**src/rtl/sequenciador_de_execucao.sv**
```systemverilog
// Multi-cycle execution sequencer: gates PC/register/memory commits for MUL/DIV, IN, OUT and HALT.
// Optional single-step mode is enabled with the SINGLE_STEP_EN macro.
module sequenciador_de_execucao #(
  parameter int unsigned MUL_CYCLES = 4,
  parameter int unsigned DIV_CYCLES = 32,
  parameter int unsigned CNT_W      = 32
) (
  input  logic             clk,
  input  logic             reset,
  input  logic [6:0]       opcode,
  input  logic [2:0]       f3,
  input  logic [6:0]       f7,
  input  logic             regWrite_in,
  input  logic             MemWrite_in,
  input  logic             confirm,
  input  logic [31:0]      rs1_data,
`ifdef SINGLE_STEP_EN
  input  logic             step_mode,
  input  logic             step,
`endif
  output logic             pc_en,
  output logic             reg_we,
  output logic             mem_we,
  output logic             alu_busy,
  output logic             wait_in,
  output logic             halted,
  output logic [31:0]      disp_out,
  output logic [CNT_W-1:0] instr_count
);

  localparam int unsigned MAX_CYCLES = (MUL_CYCLES > DIV_CYCLES) ? MUL_CYCLES : DIV_CYCLES;
  localparam int unsigned CW         = (MAX_CYCLES > 2) ? $clog2(MAX_CYCLES) : 1;
  localparam logic [CW-1:0] MUL_LOAD = CW'(MUL_CYCLES - 2);
  localparam logic [CW-1:0] DIV_LOAD = CW'(DIV_CYCLES - 2);
  localparam logic [6:0] OP_ALU  = 7'd51;
  localparam logic [6:0] OP_IN   = 7'd55;
  localparam logic [6:0] OP_HALT = 7'd63;
  localparam logic [6:0] OP_OUT  = 7'd23;

  typedef enum logic [1:0] {S_RUN, S_MULTI, S_WAIT_IN, S_HALTED} state_e;

  state_e           state_q, state_d;
  logic [CW-1:0]    cnt_q, cnt_d;
  logic             conf_prev_q, conf_prev_d;
  logic [31:0]      disp_q, disp_d;
  logic [CNT_W-1:0] count_q, count_d;
  logic             commit;
  logic             conf_rise;
  logic             run_ok;
  logic             mul_long, div_long, is_out, holds_pc;

  assign conf_rise = confirm & ~conf_prev_q;
  assign mul_long  = (opcode == OP_ALU) && (f3 == 3'd3) && (f7 == 7'd0)  && (MUL_CYCLES > 1);
  assign div_long  = (opcode == OP_ALU) && (f3 == 3'd3) && (f7 == 7'd32) && (DIV_CYCLES > 1);
  assign is_out    = (opcode == OP_OUT);
  // Instructions that leave RUN without retiring in this cycle
  assign holds_pc  = mul_long || div_long || (opcode == OP_IN) || (opcode == OP_HALT);

`ifdef SINGLE_STEP_EN
  logic step_prev_q, step_prev_d;
  assign step_prev_d = step;
  assign run_ok      = ~step_mode | (step & ~step_prev_q);

  always_ff @(posedge clk) begin
    if (reset) step_prev_q <= 1'b1;
    else       step_prev_q <= step_prev_d;
  end
`else
  assign run_ok = 1'b1;
`endif

  // State and datapath registers
  always_ff @(posedge clk) begin
    if (reset) begin
      state_q     <= S_RUN;
      cnt_q       <= '0;
      conf_prev_q <= 1'b1;
      disp_q      <= '0;
      count_q     <= '0;
    end else begin
      state_q     <= state_d;
      cnt_q       <= cnt_d;
      conf_prev_q <= conf_prev_d;
      disp_q      <= disp_d;
      count_q     <= count_d;
    end
  end

  // Next-state logic
  always_comb begin
    state_d = state_q;
    cnt_d   = cnt_q;
    case (state_q)
      S_RUN: begin
        if (run_ok) begin
          if (mul_long) begin
            state_d = S_MULTI;
            cnt_d   = MUL_LOAD;
          end else if (div_long) begin
            state_d = S_MULTI;
            cnt_d   = DIV_LOAD;
          end else if (opcode == OP_IN) begin
            state_d = S_WAIT_IN;
          end else if (opcode == OP_HALT) begin
            state_d = S_HALTED;
          end
        end
      end
      S_MULTI: begin
        if (cnt_q == '0) state_d = S_RUN;
        else             cnt_d   = cnt_q - CW'(1);
      end
      S_WAIT_IN: begin
        if (conf_rise) state_d = S_RUN;
      end
      S_HALTED: state_d = S_HALTED;
      default:  state_d = S_RUN;
    endcase
  end

  // Outputs and commit gating; reset aborts any commit in flight
  always_comb begin
    commit      = 1'b0;
    alu_busy    = 1'b0;
    wait_in     = 1'b0;
    halted      = 1'b0;
    disp_d      = disp_q;
    conf_prev_d = confirm;
    case (state_q)
      S_RUN: begin
        if (run_ok && !holds_pc) commit = 1'b1;
        if (run_ok && is_out)    disp_d = rs1_data;
      end
      S_MULTI: begin
        alu_busy = 1'b1;
        commit   = (cnt_q == '0);
      end
      S_WAIT_IN: begin
        wait_in = 1'b1;
        commit  = conf_rise;
      end
      S_HALTED: halted = 1'b1;
      default:  commit = 1'b0;
    endcase
    if (reset) commit = 1'b0;
    pc_en   = commit;
    reg_we  = regWrite_in & commit;
    mem_we  = MemWrite_in & commit;
    count_d = count_q + CNT_W'(commit);
  end

  assign disp_out    = disp_q;
  assign instr_count = count_q;

endmodule

```
**config.mk**
```make
export PLATFORM = sky130hd
export DESIGN_NAME = sequenciador_de_execucao
export DESIGN_NICKNAME = d
export VERILOG_FILES = /design/src/rtl/sequenciador_de_execucao.sv
export SDC_FILE = /design/constraint.sdc
export NUM_CORES = 1
export LEC_CHECK = 0
export ABC_CLOCK_PERIOD_IN_PS = 3000
export CAP_MARGIN = 30
export CORE_MARGIN = 1.5
export CORE_UTILIZATION = 35
export CTS_CLUSTER_SIZE = 8
export DETAILED_ROUTE_END_ITERATION = 8
export DONT_BUFFER_PORTS = 1
export GPL_TIMING_DRIVEN = 0
export PLACE_DENSITY_LB_ADDON = 0.1
export SLEW_MARGIN = 30
export SYNTH_ARGS = -nofsm -noshare
export SYNTH_HDL_FRONTEND = slang
export SYNTH_SLANG_ARGS = --single-unit
```
**constraint.sdc**
```tcl
create_clock -name clk -period 3 [get_ports clk]
set_input_delay 0.6 -clock clk [delete_from_list [all_inputs] [get_ports clk]]
set_output_delay 0.6 -clock clk [all_outputs]
set_load 0.01 [all_outputs]
```
== Word-level counts from Yosys, hierarchy flattened ==
Cells that the tools add are included.

* Register bits: 72
* Input port bits: 54
* Output and inout bits: 70

* Add/subtract/negate cells: 2
* Equal/unequal tests: 14
* Mux-type cells: 17
* Bitwise logic cells: 4
* Reductions and logical operators: 13

{| class="wikitable"
|+ Operator list
! cell !! number
|-
| 32-bit by 1-bit adder with 32-bit output || 1
|-
| 7-bit by 6-bit equality test with 1-bit output, second input constant || 4
|-
| 5-bit 2-to-1 mux || 3
|-
| 2-bit 2-to-1 mux || 6
|-
| 5-bit one-hot mux with 2 select lines || 1
|-
| 2-bit one-hot mux with 4 select lines || 1
|-
| 7-bit by 5-bit equality test with 1-bit output, second input constant || 1
|-
| 7-bit zero test || 1
|-
| 2-bit != test, second input constant || 3
|-
| 3-bit AND reduction || 2
|-
| 5-bit zero test || 1
|-
| 1-bit 2-to-1 mux || 5
|-
| 5-bit != test, second input constant || 1
|-
| 5-bit by 1-bit subtractor with 5-bit output, second input constant || 1
|-
| 2-bit equality test, second input constant || 2
|-
| 1-bit AND || 3
|-
| 3-bit by 2-bit equality test with 1-bit output, second input constant || 1
|-
| 1-bit logical AND || 3
|-
| 1-bit logical OR || 3
|-
| 3-bit != test, second input constant || 1
|-
| 1-bit one-hot mux with 3 select lines || 1
|-
| 2-bit by 1-bit equality test with 1-bit output, second input constant || 1
|-
| 2-bit zero test || 1
|-
| 2-bit AND reduction || 1
|-
| other kinds (2) || 2
|}

== Longest topological paths before layout ==
Gate-level depths: netlist of the first run.

* Word-level depth: 10
* Depth in mapped cells: 13

== Least setup slack after synthesis of the first run ==
Ideal clock, no wire load.

* Path kind: input port to flip-flop
* From: input f3[1]
* To: register count_q[28] (netlist: instr_count[28])
* Library setup time: 0.128 ns
* Data arrival time: 2.866 ns
* Required time: 2.872 ns
* Path slack: 0.007 ns
* Stages: 11
* Path buffers: 0
* Cell sequence: nor4bb_1 -> a31oi_1 -> nor2_1 -> a211oi_1 -> ha_1 -> ha_1 -> and2_1 -> nand4_2 -> nor4_1 -> xnor2_1 -> nor2_1

* Cells in the longest elaborated chain, start to end: 10

{| class="wikitable"
|+ RTL lines
! element !! RTL line !! text
|-
| start, declared || 11 || <nowiki>input logic [2:0] f3,</nowiki>
|-
| 3-bit by 2-bit equality test with 1-bit output * || 53, 54 ||
|-
| 1-bit logical AND * || 53, 54 ||
|-
| 1-bit logical AND, on equally long branches || 53, 54 ||
|-
| 1-bit logical OR * (3 in a row) || 57 || <nowiki>assign holds_pc = mul_long || div_long || (opcode == OP_IN) || (opcode == OP_HALT);</nowiki>
|-
| 1-bit 2-to-1 mux * || 131 || <nowiki>if (run_ok && !holds_pc) commit = 1'b1;</nowiki>
|-
| 1-bit one-hot mux with 3 select lines * || 129 || <nowiki>case (state_q)</nowiki>
|-
| 1-bit 2-to-1 mux * || 145 || <nowiki>if (reset) commit = 1'b0;</nowiki>
|-
| named net pc_en || 21 || <nowiki>output logic pc_en,</nowiki>
|-
| 32-bit by 1-bit adder with 32-bit output * || 149 || <nowiki>count_d = count_q + CNT_W'(commit);</nowiki>
|-
| end signal, assigned || 85 || <nowiki>count_q <= count_d;</nowiki>
|-
| end, declared || 46 || <nowiki>logic [CNT_W-1:0] count_q, count_d;</nowiki>
|}

Mark *: on every way through the listed nets, which the timed path passes. The rest lies on a longest branch.
A chain may end at the register's enable or synchronous reset.

== Final worst setup path of the first run ==
* From: register cnt_q[0]
* To: register count_q[14] (netlist: instr_count[14])

* Cells in the longest elaborated chain, start to end: 4

{| class="wikitable"
|+ RTL lines
! element !! RTL line !! text
|-
| start, declared || 43 || <nowiki>logic [CW-1:0] cnt_q, cnt_d;</nowiki>
|-
| start signal, assigned || 82 || <nowiki>cnt_q <= cnt_d;</nowiki>
|-
| 5-bit zero test || 136 || <nowiki>commit = (cnt_q == '0);</nowiki>
|-
| 1-bit one-hot mux with 3 select lines || 129 ||
|-
| 1-bit 2-to-1 mux || 145 ||
|-
| named net pc_en || 21 ||
|-
| 32-bit by 1-bit adder with 32-bit output || 149 ||
|}

The timed path passes the listed nets, and every way through them passes these cells.

==> results of run 1 <==
==> cell families (layout without fill, tap and decap cells) <==
| family | after synthesis | after routing | share of synthesized area, % |
|---|---|---|---|
| xor gates and xnor gates | 24 | 24 | 6.53 |
| buffers and inverters | 26 | 45 | 4.59 |
| and+or+nand+nor | 183 | 183 | 29.0 |
| AOI/OAI and AO/OA | 69 | 69 | 13.6 |
| adders and majority gates | 4 | 4 | 1.55 |
| DFF | 72 | 72 | 44.8 |
==> flip-flops by register name, summed over array words and instances (netlist names) <==
signal / cells
disp_out: 32
instr_count: 32
cnt_q: 5
state_q: 2
conf_prev_q: 1
==> repair_timing <==
item | 4_1_cts | 5_1_grt
hold buffers | 0 | 0
pin swaps | 3 | 7
buffers inserted | 2 | 1
resized for setup | 12 | 11
endpoints found under the hold margin | 0 | 0
endpoints found under the setup margin | 24 | 20
==> power groups by stage <==
stage          registers [W]   logic, W  clock network, W
5_1_grt             0.000971  0.0000663          0.000851
3_5_place_dp        0.000991  0.0000537                 0
6_report            0.000970  0.0000583          0.000771
2_1_floorplan       0.000989  0.0000407                 0
4_1_cts             0.000968  0.0000575          0.000805
3_3_place_gp        0.000991  0.0000527                 0
==> through the flow <==
step	utilization [%]	setup TNS, ns	setup slack (ns)
2_1_floorplan	-	0	0.00683
3_3_place_gp	38.1	-7.81	-0.650
3_5_place_dp	38.1	-7.58	-0.628
4_1_cts	41.4	0	0.0435
5_1_grt	42.2	0	0.0309
6_report	42.2	0	0.224
==> cell type report <==
type / count / area (um^2)
Tap cell: 108 / 135
Clock buffer: 11 / 141
Multi-Input combinational cell: 280 / 1770
Timing Repair Buffer: 3 / 22.5
Buffer: 18 / 118
Clock inverter: 5 / 56.3
Sequential cell: 72 / 1440
Fill cell: 913 / 5090
Inverter: 8 / 30.0
==> placed cells by master, fill, tap and decap left out, drive strengths merged, types with 2 or more instances in the layout <==
master  count
xnor2      17
dfxtp      72
a31oi       2
nand3      15
nand4       8
nand2      75
nor2b       5
or3         5
and2        5
clkinv      3
or2         2
buf        13
inv         8
nor3       10
clkbuf     19
a21oi      44
and4        6
xor2        7
a211oi      3
o21ai       9
nor2       32
ha          4
nand2b      3
nor4        9
and3        2
a22oi       2
==> critical path: stages, from the launching register on <==
cell,delay (ns)
dfxtp_1,0.35
inv_1,0.08
ha_1,0.15
inv_1,0.07
o41ai_4,0.32
nand2_1,0.14
a211oi_4,0.35
ha_4,0.22
ha_4,0.14
and2_4,0.17
nand4_4,0.21
or3_1,0.37
a21oi_1,0.14
==> metal layers <==
metal / routed length (um) / vias to the layer above / part of all wire (%)
li1: - / 1340 / -
met1: 3390 / 1214 / 44
met2: 3480 / 105 / 45
met3: 750 / 12 / 9.7
met4: 138 / 0 / 1.8
met5: 0 / - / 0
==> final timing paths <==
path	start	end	slack [ns]	cells past startpoint
setup reg to reg	cnt_q[0]$_SDFFE_PP0P_	instr_count[14]$_SDFF_PP0_	0.22	12
hold reg to reg	disp_out[23]$_SDFFE_PP0P_	disp_out[23]$_SDFFE_PP0P_	0.50	2
hold / removal	confirm	conf_prev_q$_SDFF_PP1_	0.36	1
setup / recovery	cnt_q[0]$_SDFFE_PP0P_	instr_count[14]$_SDFF_PP0_	0.22	12
==> qor.yml, run 1 <==
outcome:
  outcome: "complete, but fails checks"
  failed_checks: "DRC"
power_and_ir_drop:
  leakagePower_nw: 1.23
  ir_drop_uv: 169
  power_w: 0.00180
  p_switching_w: 0.000411
  p_sw_share_pct: 22.8
  intPower_w: 0.00139
  power_density_nw_per_um2: 484
  seqPwrFrac_pct: 53.9
  p_clk_share_pct: 42.9
  p_comb_share_pct: 3.2
timing:
  hold-worst-slack_ns: 0.361
  finalCriticalPeriod_ns: 2.78
  slew_viol_final: 0
  grt_setup_unrepaired: "false"
  clock_skew_ns: 0.00537
  setup_viol_count_final: 0
  final-hold-violation-count: 0
  max-slew-margin-rel_pct: 59.4
  period_share_pct: 92.5
  tightest_slew_ns: 0.609
  clock.fmax_mhz: 360
finish:
  final_layout_size_suffix_gt1_share_pct: 17.1
  syn2layout_area_growth_pct: 15.4
  n_antenna_cell: 0
  final_area_um2: 3720
  layout.nets: 450
  finalNonFillerCells: 505
clock_network:
  clk_latency_ns: 0.34
  cts.path.max_buffers: 2
  cts_made_buffers: 9
  cts-htree-levels: 3
  cts_tree: "done"
  cts_sinks: 72
  clk_pin_slew_ns: 0.08
  clockRootBuffer: "clkbuf_8"
grt:
  grt_overflow: 0
  grtUsageTotal_pct: 16.5
  grtUsageMet3_pct: 6.81
  use_met1_pct: 20.4
  grt_pass1_wl_um: 12700
  grt_pass1_vias: 2516
  grt_busiest_layer: "met2"
  use_met2_pct: 25.1
  grt_max_degree: 13
  antenna_found_initial: 0
synthesis:
  ys_types: 49
  syn_nets: 436
  synth-main-ff-cell: "dfxtp_1"
  synth_cells: 378
  async_flop_share_pct: 0
  synth.avg_cell_area_um2: 8.52
  synth_edf_count: 0
  synth_top_area_cell: "dfxtp_1"
  synth.most_common_cell: "dfxtp_1"
  syn_area_um2: 3220
  synth_seq_area_share_pct: 44.8
  synth_common_cells: "72 x dfxtp_1, 65 x nand2_1, 34 x a21oi_1"
  synth_top_area_share_pct: 44.8
  ys_warn_count: 0
  ys_top_cells_by_area: "dfxtp_1 45%, nand2_1 7.6%, a21oi_1 5.3%"
  ys_ff_latch: 72
drt:
  wire_per_inst_um: 15.4
  drc: 5
  drt_iter0_drc: 98
  antenna_left: 0
  wl_um: 7760
  vias_per_cell: 5.29
  vias: 2671
  drt_pass1_iterations: 6
setup_path:
  cp_max_fo: 9
  path_class: "reg -> reg"
  required_ns: 3.27
  arrival_ns: 3.05
  cp-start-kind: "flop"
  crit_path_end_kind: "flop"
place:
  place_inst: 486
  dp_hpwl_um: 5580
  post_dp_cell_area_um2: 3350
  gp_congestion: 0.738
  port_buffers: 0
floorplanning:
  fp-row-count: 34
  start_util_pct: 36.6
  ios: 124
  die-area_um2: 9780
  placeableCoreArea_um2: 8810
  fp.dieH_um: 98.9
  chipWidth_um: 98.9
job:
  max_cap_viol_count: 0
hold_path:
  min_path_type: "in -> reg"
(Power assumes the default switching activity.)
==> run 2: changes to the inputs <==
Settings changed: CELL_PAD_IN_SITES_DETAIL_PLACEMENT set to 0, CELL_PAD_IN_SITES_GLOBAL_PLACEMENT set to 2.
==> run 2 against run 1 <==
The flow still finishes with violations (DRC). Power shrank 4.3%. Fmax decreased by 0.86%. Clock skew increased by 0.0094 ns. Design area shrank 0.98%. Final cell count unchanged. Sequential share of layout area rose by 0.38 points. Worst setup slack worse by 0.024 ns.
==> qor.yml, run 2 (synthesized netlist as in run 1, its figures left out) <==
outcome:
  outcome: "complete, but fails checks"
  failed_checks: "DRC"
place:
  gp_congestion: 0.738  # about the same
  dp_hpwl_um: 5700  # +2.1%
  port_buffers: 0  # unchanged
drt:
  vias_per_cell: 5.26  # -0.56%
  wire_per_inst_um: 15.9  # +3.7%
  drt_pass1_iterations: 7  # +1
  drc: 3  # -2
  vias: 2656  # -0.56%
  wl_um: 8040  # +3.7%
  drt_iter0_drc: 74  # -24%
  antenna_left: 0  # unchanged
grt:
  antenna_found_initial: 0  # unchanged
  grt_pass1_wl_um: 13100  # +2.8%
  grt_max_degree: 14  # +1
  grt_pass1_vias: 2598  # +3.3%
  grtUsageTotal_pct: 16.7  # +0.25 points
  grt_overflow: 0  # unchanged
clock_network:
  cts_made_buffers: 9  # unchanged
  cts.path.max_buffers: 2  # unchanged
  cts_sinks: 72  # unchanged
  clk_pin_slew_ns: 0.08  # about the same
  clockRootBuffer: "clkbuf_8"
  clk_latency_ns: 0.35  # about the same
  cts_tree: "done"
  cts-htree-levels: 3  # unchanged
timing:
  tightest_slew_ns: 0.619  # +0.0103 ns
  max-slew-margin-rel_pct: 58.7  # -0.69 points
  clock.fmax_mhz: 357  # -0.86%
  setup_viol_count_final: 0  # unchanged
  final-hold-violation-count: 0  # unchanged
  slew_viol_final: 0  # unchanged
  period_share_pct: 93.4  # +0.81 points
  hold-worst-slack_ns: 0.362  # +0.000843 ns
  fin_setup_tns_ns: 0  # unchanged
  grt_setup_unrepaired: "true"
  clock_skew_ns: 0.0147  # +0.00938 ns
  finalCriticalPeriod_ns: 2.80  # +0.0242 ns
finish:
  layout_commonest_cell: "dfxtp_1"
  final_cell_mix: "72 x dfxtp_1, 62 x nand2_1, 34 x a21oi_1, 32 x nor2_1, 17 x xnor2_1"
  fillCellCount: 905  # -0.88%
  layout.nets: 450  # unchanged
  final_layout_size_suffix_gt1_share_pct: 17.9  # +0.76 points
  n_antenna_cell: 0  # unchanged
  regArea_um2: 1440  # unchanged
  utilization_pct: 41.8  # -0.41 points
  syn2layout_area_growth_pct: 14.3
  multi_input_area_um2: 1760  # -0.64%
power_and_ir_drop:
  ir_drop_uv: 196  # +16%
  leakagePower_nw: 1.20  # -2.2%
  power_density_nw_per_um2: 468  # -3.3%
job:
  max_cap_viol_count: 0  # unchanged
setup_path:
  cp-start-kind: "flop"
  required_ns: 3.27  # about the same
  arrival_ns: 3.07  # +0.02 ns
  path_class: "reg -> reg"
  cp_max_fo: 9  # unchanged
  crit_path_end_kind: "flop"
floorplanning:
  start_util_pct: 36.6  # unchanged
  chipWidth_um: 98.9  # unchanged
  fp.dieH_um: 98.9  # unchanged
  fp-row-count: 34  # unchanged
  placeableCoreArea_um2: 8810  # unchanged
  die-area_um2: 9780  # unchanged
  ios: 124  # unchanged
hold_path:
  min_path_type: "in -> reg"
-- run 2: cell count changes in the layout (fill, tap and decap cells not counted), moves of 2 or more --
cell,before,now
ha_4,2,0
ha_2,0,2
nor4_2,4,6
nor3_2,0,2
clkinv_4,1,3
nor3_1,9,7
-- run 2: worst max-delay path: stages, from the launching register on --
cell and delay [ns]:
dfxtp_1 0.34, inv_1 0.08, ha_1 0.14, inv_1 0.06, o41ai_4 0.27, nand2_2 0.11, a211oi_4 0.29, ha_2 0.28
ha_2 0.22, and2_4 0.18, nand4_4 0.22, or3_1 0.39, a21oi_1 0.14
-- run 2: stage by stage --
step           area (um^2)  total power [W]  cells  worst slack [ns]
3_5_place_dp          3350          0.00104    486            -0.685
6_report              3680          0.00172    505             0.199
5_1_grt               3680          0.00180    505           -0.0166
3_3_place_gp          3350          0.00104    486            -0.717
4_1_cts               3610          0.00175    504           -0.0124
2_1_floorplan         3220          0.00103    378           0.00683
-- run 2: worst paths after layout --
check                                 start                         end  slack (ns)  cells after the start
setup / recovery      cnt_q[0]$_SDFFE_PP0P_  instr_count[16]$_SDFF_PP0_        0.20                     12
hold / removal                      confirm      conf_prev_q$_SDFF_PP1_        0.36                      1
setup reg to reg      cnt_q[0]$_SDFFE_PP0P_  instr_count[16]$_SDFF_PP0_        0.20                     12
hold reg to reg   disp_out[22]$_SDFFE_PP0P_   disp_out[22]$_SDFFE_PP0P_        0.50                      2
-- run 2: area by class of cell --
| cell class | instances | share of cell area [%] |
|---|---|---|
| Timing Repair Buffer | 3 | 0.612 |
| Clock inverter | 6 | 1.22 |
| Buffer | 18 | 3.20 |
| Clock buffer | 10 | 3.47 |
| Multi-Input combinational cell | 280 | 47.8 |
| Tap cell | 108 | 3.67 |
| Sequential cell | 72 | 39.2 |
| Inverter | 8 | 0.816 |
-- run 2: report_power, final --
part	switching, W	internal (W)	total [W]	leakage, nW
clock network	0.000393	0.000305	0.000698	0.0906
registers	0.00000765	0.000961	0.000968	0.581
logic	0.0000364	0.0000196	0.0000561	0.534
-- run 2: metal layers --
layer	track usage, %	wire length [um]	up-vias
li1	-	-	1328
met1	20.5	3550	1222
met2	26.0	3560	93
met3	7.09	772	13
met4	6.59	158	0
met5	0	0	-
-- run 2: what timing repair did --
item | in CTS | in global routing
hold buffers | 0 | 0
pin swaps | 6 | 5
endpoints found under the setup margin | 25 | 19
buffers inserted | 2 | 1
gates resized for setup | 11 | 12
==> run 3: changes to the inputs <==
Settings changed: ABC_AREA set to 1, BUFFER_PORTS_ARGS set to -buffer_cell sky130_fd_sc_hd__buf_2, CORE_UTILIZATION 35 to 26, DONT_BUFFER_PORTS 1 to unset.
==> run 3 against run 2 <==
The run now ends clean. Utilization decreased by 6.2 points. Sequential power increased by 9.5%. Global-route usage decreased by 0.98 points. Clock skew decreased by 0.0078 ns. Routed wire length increased by 32%. Clock power increased by 43%. Final cell count increased by 64%. Synthesized area increased by 7.5%. Sequential cell count unchanged. Fmax increased by 4.0%.
==> qor.yml, run 3 <==
floorplanning:
  placeableCoreArea_um2: 12800  # +46%
  die-area_um2: 14000  # +43%
  start_util_pct: 27.0  # -9.6 points
  chipWidth_um: 118  # +20%
  fp-row-count: 41  # +21%
  ios: 124  # unchanged
  fp.dieH_um: 118  # +20%
synthesis:
  ys_ff_latch: 72  # unchanged
  synth_edf_count: 0  # unchanged
  synth_cells: 520  # +38%
  ys_warn_count: 0  # unchanged
  synth_top_area_share_pct: 41.6  # -3.1 points
  synth-main-ff-cell: "dfxtp_1"
  syn_area_um2: 3460  # +7.5%
  synth_top_area_cell: "dfxtp_1"
  synth.avg_cell_area_um2: 6.66  # -22%
  syn_nets: 578  # +33%
  synth.most_common_cell: "nor2_1"
  ys_top_cells_by_area: "dfxtp_1 42%, nor2_1 14%, nand2_1 11%"
  async_flop_share_pct: 0  # unchanged
  synth_seq_area_share_pct: 41.6  # -3.1 points
  synth_common_cells: "130 x nor2_1, 106 x nand2_1, 72 x dfxtp_1"
  ys_types: 27  # -45%
outcome:
  outcome: "completed"
clock_network:
  hold_buffers: 0  # unchanged
  clk_pin_slew_ns: 0.06  # -0.02 ns
  cts_made_buffers: 9  # unchanged
  cts_sinks: 72  # unchanged
  clk_latency_ns: 0.34  # about the same
  cts.path.max_buffers: 2  # unchanged
  clockRootBuffer: "clkbuf_16"
  cts_setup_buffers: 0  # -2
  cts-htree-levels: 3  # unchanged
  cts_tree: "done"
setup_path:
  arrival_ns: 2.92  # -0.15 ns
  cp_max_fo: 6  # -3
  required_ns: 3.23  # -0.04 ns
  cpMostUsedCell: "nand2_1"
  timing.critical_path.cells: "nand2_1, inv_1, nand4_1, nand3_1, nand2_1, inv_1, ha_2, ha_1, nand2_2, nor2_4, nand2_1, nor2_2, nand4_1, nand2_1, nor2_1"
  path_class: "reg -> reg"
  cp_top_family: "simple AND/OR/NAND/NOR gates"
  cp-start-kind: "flop"
  crit_path_end_kind: "flop"
  crit_slowest_cell: "dfxtp_1"
  path_buf_inv: 2  # unchanged
  slowest_delay_ns: 0.44  # +0.05 ns
finish:
  n_antenna_cell: 0  # unchanged
  syn2layout_area_growth_pct: 31.8
  final_layout_size_suffix_gt1_share_pct: 24.6  # +6.7 points
  final_area_um2: 4560  # +24%
  layout_commonest_cell: "nor2_1"
  utilization_pct: 35.6  # -6.2 points
  layout.nets: 711  # +58%
  final_cell_mix: "130 x nor2_1, 124 x buf_2, 106 x nand2_1, 72 x dfxtp_1, 50 x inv_1"
place:
  gp_congestion: 0.755  # +2.2%
  dp_hpwl_um: 8330  # +46%
  port_buffers: 122  # +122
  place_ws_ns: -0.118  # +0.567 ns
  post_dp_cell_area_um2: 4290  # +28%
timing:
  final-hold-violation-count: 0  # unchanged
  grt_setup_unrepaired: "false"
  fin_ws_ns: 0.308  # +0.109 ns
  max-slew-margin-rel_pct: 61.8  # +3.0 points
  clock.fmax_mhz: 371  # +4.0%
  finalCriticalPeriod_ns: 2.69  # -0.109 ns
  clock_skew_ns: 0.00691  # -0.00783 ns
  setup_viol_count_final: 0  # unchanged
  period_share_pct: 89.7  # -3.6 points
  tightest_slew_ns: 0.573  # -0.0457 ns
  slew_viol_final: 0  # unchanged
power_and_ir_drop:
  intPower_w: 0.00180  # +40%
  leakagePower_nw: 1.96  # +63%
  power_density_nw_per_um2: 579  # +24%
  p_clk_share_pct: 38.0  # -2.5 points
  p_switching_w: 0.000848  # +94%
  p_comb_share_pct: 21.8  # +19 points
  seqPwrFrac_pct: 40.2  # -16 points
  ir_drop_uv: 355  # +81%
  p_sw_share_pct: 32.1  # +6.7 points
drt:
  wl_um: 10600  # +32%
  drt_pass1_iterations: 5  # -2
  antenna_left: 0  # unchanged
  wire_per_inst_um: 12.8  # -20%
  drc: 0  # -3
  drt_iter0_drc: 172  # +130%
  vias_per_cell: 4.34  # -18%
  vias: 3600  # +36%
hold_path:
  min_path_type: "in -> reg"
grt:
  grt_pass1_wl_um: 17400  # +33%
  grtUsageTotal_pct: 15.8  # -0.98 points
  antenna_found_initial: 0  # unchanged
  grt_max_degree: 14  # unchanged
  grt_pass1_vias: 3470  # +34%
  grt_overflow: 0  # unchanged
job:
  max_cap_viol_count: 0  # unchanged
-- run 3: path summary, 6_finish.rpt --
path | start | to | slack, ns | cells after the start
worst max-delay path | state_q[0]$_SDFFE_PP0P_ | instr_count[18]$_SDFF_PP0_ | 0.31 | 15
worst min-delay path | confirm | conf_prev_q$_SDFF_PP1_ | 0.46 | 3
worst max register to register | state_q[0]$_SDFFE_PP0P_ | instr_count[18]$_SDFF_PP0_ | 0.31 | 15
worst min register to register | cnt_q[1]$_SDFFE_PP0P_ | cnt_q[1]$_SDFFE_PP0P_ | 0.47 | 2
-- run 3: worst reg2reg max path, cell delays in order (launching register included) --
cell	delay, ns
dfxtp_1	0.44
nand2_1	0.13
inv_1	0.17
nand4_1	0.13
nand3_1	0.13
nand2_1	0.10
inv_1	0.12
ha_2	0.25
ha_1	0.23
nand2_2	0.09
nor2_4	0.18
nand2_1	0.19
nor2_2	0.20
nand4_1	0.10
nand2_1	0.08
nor2_1	0.04
-- run 3: metrics by stage --
stage               hold slack, ns  std cells  total power, W  TNS [ns]
floorplan                    0.441        520         0.00149         0
global placement             0.455        814         0.00166    -0.300
detailed placement           0.463        814         0.00167    -0.427
CTS                          0.443        830         0.00270         0
global route                 0.454        830         0.00283         0
finish                       0.456        830         0.00264         0
-- run 3: cell families (layout without fill, tap and decap cells) --
group | Yosys count | after routing | share of synthesized area (%)
adder cells (fa/ha/maj) | 4 | 4 | 1.45
flip-flops | 72 | 72 | 41.6
XOR/XNOR | 4 | 4 | 1.01
buffers and inverters | 67 | 205 | 7.66
AO/OA/AOI/OAI | 76 | 76 | 11.3
AND/OR/NAND/NOR | 297 | 297 | 37.0
-- run 3: cell type report --
class / count / area [um^2]
plain buffers: 14 / 66.3
clock buffers: 10 / 229
clock inverters: 6 / 45.0
fillers: 1474 / 8260
inverters: 53 / 199
multi-input cells: 381 / 1760
flip-flops and latches: 72 / 1440
well taps: 172 / 215
repair buffers: 122 / 611
-- run 3: timing repair --
| action | in CTS | in global routing |
|---|---|---|
| endpoints found under the hold margin | 0 | 0 |
| setup endpoints to repair | 0 | 4 |
| gates resized for setup | 0 | 1 |
-- run 3: power by group through the flow --
stage | sequential [W] | combinational [W] | clock [W]
finish | 0.00106 | 0.000576 | 0.00100
global route | 0.00107 | 0.000677 | 0.00108
CTS | 0.00106 | 0.000588 | 0.00105
detailed placement | 0.00109 | 0.000585 | 0
global placement | 0.00108 | 0.000577 | 0
floorplan | 0.00108 | 0.000403 | 0
-- run 3: routing by layer --
layer / GRT usage [%] / wire (um) / up-vias / part of all wire [%]
met3: 6.52 / 787 / 4 / 7.4
li1: - / - / 1909 / -
met1: 19.6 / 4950 / 1598 / 47
met5: 0 / 0 / - / 0
met4: 3.61 / 65 / 0 / 0.61
met2: 25.4 / 4830 / 89 / 45
